[src/rtl/clk_gate_en_ctrl_pkg.sv]
`default_nettype none
// ============================================================================
//  Module      : clk_gate_en_ctrl_pkg
//  Description : Shared types and default parameter values for the clock-gate
//                enable controller (FSM state encoding, demand helpers).
//  Revision    : 1.0 - initial release
// ============================================================================
package clk_gate_en_ctrl_pkg;

    localparam int c_idle_w_default   = 8;
    localparam int c_wake_dly_default = 2;
    localparam int c_gcnt_w_default   = 16;

    // Width of the wake-delay counter; large enough for the full 1..15 range
    localparam int c_wake_cnt_w       = 4;

    typedef enum logic [1:0] {
        ST_ACTIVE    = 2'd0,
        ST_IDLE_WAIT = 2'd1,
        ST_GATED     = 2'd2,
        ST_WAKE      = 2'd3
    } state_t;

    // Any source that needs the gated clock running
    function automatic logic has_demand(input logic busy,
                                        input logic wake_req,
                                        input logic force_on);
        return busy | wake_req | force_on;
    endfunction

    // States in which the consumer clock is fully up and a wake can be acked
    function automatic logic is_awake_state(input state_t s);
        return (s == ST_ACTIVE) || (s == ST_IDLE_WAIT);
    endfunction

endpackage

`default_nettype wire

[src/rtl/clk_gate_idle_timer.sv]
`default_nettype none
// ============================================================================
//  Module      : clk_gate_idle_timer
//  Description : Idle-cycle counter with load/clear/increment controls and a
//                compare against the programmable idle threshold.
//  Revision    : 1.0 - initial release
// ============================================================================
module clk_gate_idle_timer
    import clk_gate_en_ctrl_pkg::*;
#(
    parameter int IDLE_W = c_idle_w_default
) (
    input  logic              clk,
    input  logic              rst,
    input  logic              i_load,
    input  logic              i_clr,
    input  logic              i_inc,
    input  logic [IDLE_W-1:0] i_thresh,
    output logic              o_reached
);

    logic [IDLE_W-1:0] r_count;

    // Idle counter: clear has priority, load starts a new idle run at 1
    always_ff @(posedge clk) begin
        if (rst || i_clr) begin
            r_count <= '0;
        end else if (i_load) begin
            r_count <= IDLE_W'(1);
        end else if (i_inc) begin
            r_count <= r_count + 1'b1;
        end
    end

    // Greater-or-equal so that lowering the threshold mid-run gates promptly.
    // The counter never passes a nonzero threshold, so it cannot wrap.
    assign o_reached = (i_thresh != '0) && (r_count >= i_thresh);

endmodule

`default_nettype wire

[src/rtl/clk_gate_en_ctrl.sv]
`default_nettype none
// ============================================================================
//  Module      : clk_gate_en_ctrl
//  Description : Clock-gate enable controller. Gates the consumer clock after
//                a programmable number of idle cycles, re-enables it on
//                demand with a fixed wake delay, acknowledges a four-phase
//                wake handshake and counts gating events (saturating).
//  Revision    : 1.0 - initial release
// ============================================================================
module clk_gate_en_ctrl
    import clk_gate_en_ctrl_pkg::*;
#(
    parameter int IDLE_W   = c_idle_w_default,
    parameter int WAKE_DLY = c_wake_dly_default,
    parameter int GCNT_W   = c_gcnt_w_default
) (
    input  logic              clk,
    input  logic              rst,
    input  logic              busy,
    input  logic              wake_req,
    input  logic              force_on,
    input  logic [IDLE_W-1:0] idle_thresh,
    output logic              en,
    output logic              wake_ack,
    output logic              gated,
    output logic [GCNT_W-1:0] gate_cnt
);

    // Last wake-counter value before returning to ACTIVE
    localparam logic [c_wake_cnt_w-1:0] c_wake_last = c_wake_cnt_w'(WAKE_DLY - 1);

    state_t                  r_state;
    state_t                  w_state_nxt;
    logic                    w_demand;
    logic                    w_idle_load;
    logic                    w_idle_clr;
    logic                    w_idle_inc;
    logic                    w_idle_reached;
    logic                    w_gate_evt;
    logic [c_wake_cnt_w-1:0] r_wake_cnt;
    logic                    r_en;
    logic                    r_wake_ack;
    logic                    r_gated;
    logic [GCNT_W-1:0]       r_gate_cnt;

    assign w_demand = has_demand(busy, wake_req, force_on);

    clk_gate_idle_timer #(
        .IDLE_W    (IDLE_W)
    ) u_idle_timer (
        .clk       (clk),
        .rst       (rst),
        .i_load    (w_idle_load),
        .i_clr     (w_idle_clr),
        .i_inc     (w_idle_inc),
        .i_thresh  (idle_thresh),
        .o_reached (w_idle_reached)
    );

    // State register
    always_ff @(posedge clk) begin
        if (rst) begin
            r_state <= ST_ACTIVE;
        end else begin
            r_state <= w_state_nxt;
        end
    end

    // Next-state logic and idle-timer controls
    always_comb begin
        w_state_nxt = r_state;
        w_idle_load = 1'b0;
        w_idle_clr  = 1'b0;
        w_idle_inc  = 1'b0;
        w_gate_evt  = 1'b0;
        case (r_state)
            ST_ACTIVE: begin
                if (!w_demand && (idle_thresh != '0)) begin
                    w_state_nxt = ST_IDLE_WAIT;
                    w_idle_load = 1'b1;
                end
            end
            ST_IDLE_WAIT: begin
                // Demand beats a simultaneous threshold match
                if (w_demand || (idle_thresh == '0)) begin
                    w_state_nxt = ST_ACTIVE;
                    w_idle_clr  = 1'b1;
                end else if (w_idle_reached) begin
                    w_state_nxt = ST_GATED;
                    w_idle_clr  = 1'b1;
                    w_gate_evt  = 1'b1;
                end else begin
                    w_idle_inc  = 1'b1;
                end
            end
            ST_GATED: begin
                if (w_demand) begin
                    w_state_nxt = ST_WAKE;
                end
            end
            ST_WAKE: begin
                // Fixed wake delay, independent of whether demand persists
                if (r_wake_cnt == c_wake_last) begin
                    w_state_nxt = ST_ACTIVE;
                end
            end
            default: begin
                w_state_nxt = ST_ACTIVE;
            end
        endcase
    end

    // Wake-delay counter: runs only while in WAKE, zero on entry
    always_ff @(posedge clk) begin
        if (rst || (r_state != ST_WAKE)) begin
            r_wake_cnt <= '0;
        end else begin
            r_wake_cnt <= r_wake_cnt + 1'b1;
        end
    end

    // Registered outputs decoded from the next state, plus saturating counter
    always_ff @(posedge clk) begin
        if (rst) begin
            r_en       <= 1'b1;
            r_wake_ack <= 1'b0;
            r_gated    <= 1'b0;
            r_gate_cnt <= '0;
        end else begin
            r_en       <= (w_state_nxt != ST_GATED);
            r_gated    <= (w_state_nxt == ST_GATED);
            r_wake_ack <= wake_req & is_awake_state(w_state_nxt);
            if (w_gate_evt && (r_gate_cnt != '1)) begin
                r_gate_cnt <= r_gate_cnt + 1'b1;
            end
        end
    end

    assign en       = r_en;
    assign wake_ack = r_wake_ack;
    assign gated    = r_gated;
    assign gate_cnt = r_gate_cnt;

endmodule

`default_nettype wire

[config.mk]
export PLATFORM = sky130hd
export DESIGN_NAME = clk_gate_en_ctrl
export DESIGN_NICKNAME = d
export VERILOG_FILES = /design/src/rtl/clk_gate_en_ctrl_pkg.sv /design/src/rtl/clk_gate_idle_timer.sv /design/src/rtl/clk_gate_en_ctrl.sv
export SDC_FILE = /design/constraint.sdc
export NUM_CORES = 1
export LEC_CHECK = 0
export CORE_AREA = 2 2 80 82
export DETAILED_ROUTE_END_ITERATION = 10
export DIE_AREA = 0 0 82 84
export GPL_TIMING_DRIVEN = 0
export SYNTH_ARGS = -nofsm -noshare
export SYNTH_HDL_FRONTEND = slang
export SYNTH_HIERARCHICAL = 1
export SYNTH_SLANG_ARGS = --single-unit
[constraint.sdc]
create_clock -name clk -period 3.69 [get_ports clk]
set_input_delay 1.107 -clock clk [delete_from_list [all_inputs] [get_ports clk]]
set_output_delay 1.107 -clock clk [all_outputs]
set_load 0.05 [all_outputs]
==> flow_summary.yaml <==
global_route:
  antenna_found_initial: 0
  grt_max_degree: 11
  first_global_vias: 1451
  gr-total-overflow: 0
  grt_pass1_wl_um: 6490
  grt_usage_pct: 11.9
critical_path:
  cp_data_required_time_ns: 3.85
  startpoint_type: "primary input"
  arrival_ns: 3.69
  r2r_end: "gate_cnt[3]"
  r2r_cells: 11
  reg2reg_from: "u_idle_timer/r_count[0]"
  cp_max_fo: 9
  r2r_slack_ns: 1.12
  slowest_delay_ns: 0.54
  path_cells: "clkdlybuf4s50_1 > inv_1 > ha_1 > o21ai_0 > a221o_1 > a31oi_4 > and3b_2 > o211ai_4 > buf_6 > nor3_1 > xnor2_1 > nor2_1"
  critPathSlowestCell: "clkdlybuf4s50_1"
  path_class: "in2reg"
  end_kind: "flop"
power:
  power.density_mw_per_mm2: 294
  p_sw_uw: 150
  vdd_drop_max_mv: 0.148
  p_int_uw: 526
  p_total_uw: 676
  p_clk_share_pct: 40.5
  power_frac_comb_pct: 6.3
  p_leak_uw: 0.000813
  switching_share_pct: 22.2
  power_frac_seq_pct: 53.2
route:
  vias: 1540
  wire_per_inst_um: 12.0
  dr.pass1.iters: 4
  antenna_left: 0
  vias_per_cell: 4.87
  drt-total-wl_um: 3800
  dr.first_iter.drc_count: 41
  drc: 0
sta:
  rsz0062_at_grt: "yes"
  worstMarginPinSlew_ns: 0.603
  max_freq_mhz: 283
  finalSetupViolCount: 0
  finalClockSkew_ns: 0.00582
  period_share_pct: 95.7
  finalHoldViolCount: 0
  maxSlewHeadroom_pct: 59.5
  min_period_ns: 3.53
  drv_slew: 0
logic_synthesis:
  synth_async_sr_flop_share_pct: 0
  synth_seq_cells: 33
  ys_warn_count: 6
  yosysUniqueCellTypes: 42
  synth-edff-count: 0
  yosys-top-cells-area: "dfxtp_1, ha_1, xnor2_1"
  netlist_top_cells_count: "dfxtp_1, nor2_1, xnor2_1"
  synth_cells: 200
  synth-main-ff-cell: "dfxtp_1"
  yosysTopAreaCell: "dfxtp_1"
  postSynthAreaPerCell_um2: 8.73
  syn-num-nets: 225
  synth.top_cell.area_share_pct: 37.8
  syn_area_mm2: 0.00175
  synth_most_common_cell: "dfxtp_1"
  seq_area_frac_synth_pct: 37.8
run:
  cap_violations: 0
finish:
  layout.nets: 264
  instances_no_fill: 316
  syn2layout_area_growth_pct: 31.8
  final_layout_size_suffix_gt1_share_pct: 10.5
  insertedDiodeCount: 0
floorplanning:
  ios: 32
  start_util_pct: 28.6
  die-area_mm2: 0.00689
  fp.dieH_um: 84
  die_w_um: 82
  core-area_mm2: 0.00610
  rows: 29
hold_path:
  min-delay-start: "r_wake_cnt[0]"
  min_to: "r_wake_cnt[0]"
  hold_depth: 1
  hold_path_class: "reg2reg"
clock_network:
  cts_tree: "done"
  clk_latency_ns: 0.28
  clkSinkCount: 33
  cts_buffer_depth: 2
  cts_hold_buf: 0
  clk_pin_slew_ns: 0.06
  cts_max_level: 2
  cts_inserted_buffers: 5
  cts-root-buf: "clkbuf_8"
run_status:
  status: "finished, final reports clean"
placed_design:
  portBuffers: 31
  hpwl_um: 2880
  gp_congestion: 0.747
  placed_cells: 308
==> worst max-delay path: cells and delay by family <==
family	cells	cell delay, ns
and+or+nand+nor	3	0.52
buffers and inverters	3	0.80
AOI/OAI and AO/OA	4	0.85
adders and majority gates	1	0.27
xor gates and xnor gates	1	0.14
==> what timing repair did <==
action | 4_1_cts | 5_1_grt
resized for setup | 1 | 9
endpoints found under the setup margin | 1 | 10
setup buffers | 0 | 1
pin swaps | 0 | 1
==> layer usage <==
layer | GRT usage (%) | up-vias | wire length, µm
met5 | 0 | - | 0
met1 | 15.1 | 714 | 1760
met3 | 2.60 | 7 | 185
met4 | 5.00 | 0 | 66
li1 | - | 778 | -
met2 | 19.2 | 41 | 1790
==> area by class of cell <==
cell class | count | area (µm²)
fill | 634 | 3790
multi-input combinational | 149 | 1060
timing repair buffer | 32 | 318
clock buffer | 7 | 86.3
buffer | 6 | 35.0
tap | 77 | 96.3
sequential | 33 | 661
inverter | 12 | 45.0
==> power by group through the flow <==
stage          clock [µW]  sequential (µW)  combinational, µW
6_report              274              359               42.5
5_1_grt               294              359               47.2
4_1_cts               280              359               42.9
3_5_place_dp            0              367               42.6
3_3_place_gp            0              368               42.0
2_1_floorplan           0              369               17.0
==> worst max-delay path by stage <==
| stage | startpoint | end | depth (start not counted) |
|---|---|---|---|
| 2_1_floorplan | idle_thresh[3] | gate_cnt[13] | 10 |
| 3_3_place_gp | idle_thresh[3] | gate_cnt[13] | 11 |
| 3_5_place_dp | idle_thresh[3] | gate_cnt[13] | 11 |
| 4_1_cts | idle_thresh[3] | gate_cnt[13] | 11 |
| 5_1_grt | idle_thresh[3] | gate_cnt[4] | 12 |
| 6_report | idle_thresh[3] | gate_cnt[3] | 12 |
==> logic make-up (layout without fill, tap and decap cells) <==
| group | count (synthesis) | in the layout | synth area share (%) |
|---|---|---|---|
| AOI/OAI and AO/OA | 18 | 18 | 7.31 |
| xor gates and xnor gates | 21 | 21 | 10.5 |
| adders and majority gates | 12 | 12 | 8.60 |
| buffers and inverters | 18 | 57 | 4.59 |
| DFF | 33 | 33 | 37.8 |
| muxes | 2 | 2 | 1.22 |
| and+or+nand+nor | 96 | 96 | 29.9 |
==> sequential cells by signal, summed over array words and instances (netlist names) <==
name,flops
en,1
r_state,2
r_wake_cnt,4
gate_cnt,16
wake_ack,1
gated,1
u_idle_timer/r_count,8
==> layout by cell type, fill, tap and decap left out, drive strengths merged, types with 2 or more instances in the layout <==
cell type,count
clkbuf,10
buf,4
a21oi,4
nor2,29
nand4,7
or3,3
or4,2
inv,12
xor2,5
clkdlybuf4s50,31
o21ai,7
xnor2,16
nor3b,2
nand3,10
and3,2
ha,12
nor3,12
nor2b,2
nand2,12
dfxtp,33
and4,2
nor4,6
==> metrics by stage <==
step / util (%) / worst slack, ns / setup TNS [ns] / hold slack, ns / instance area (µm²)
detailed placement: 35.3 / -0.330 / -3.29 / 0.462 / 2150
global placement: 35.3 / -0.285 / -2.54 / 0.452 / 2150
CTS: 36.8 / 0.0361 / 0 / 0.473 / 2240
finish: 37.7 / 0.159 / 0 / 0.468 / 2300
floorplan: - / 0.502 / 0 / 0.433 / 1750
global route: 37.7 / -0.000238 / -0.000238 / 0.500 / 2300
(Power assumes the default switching activity.)
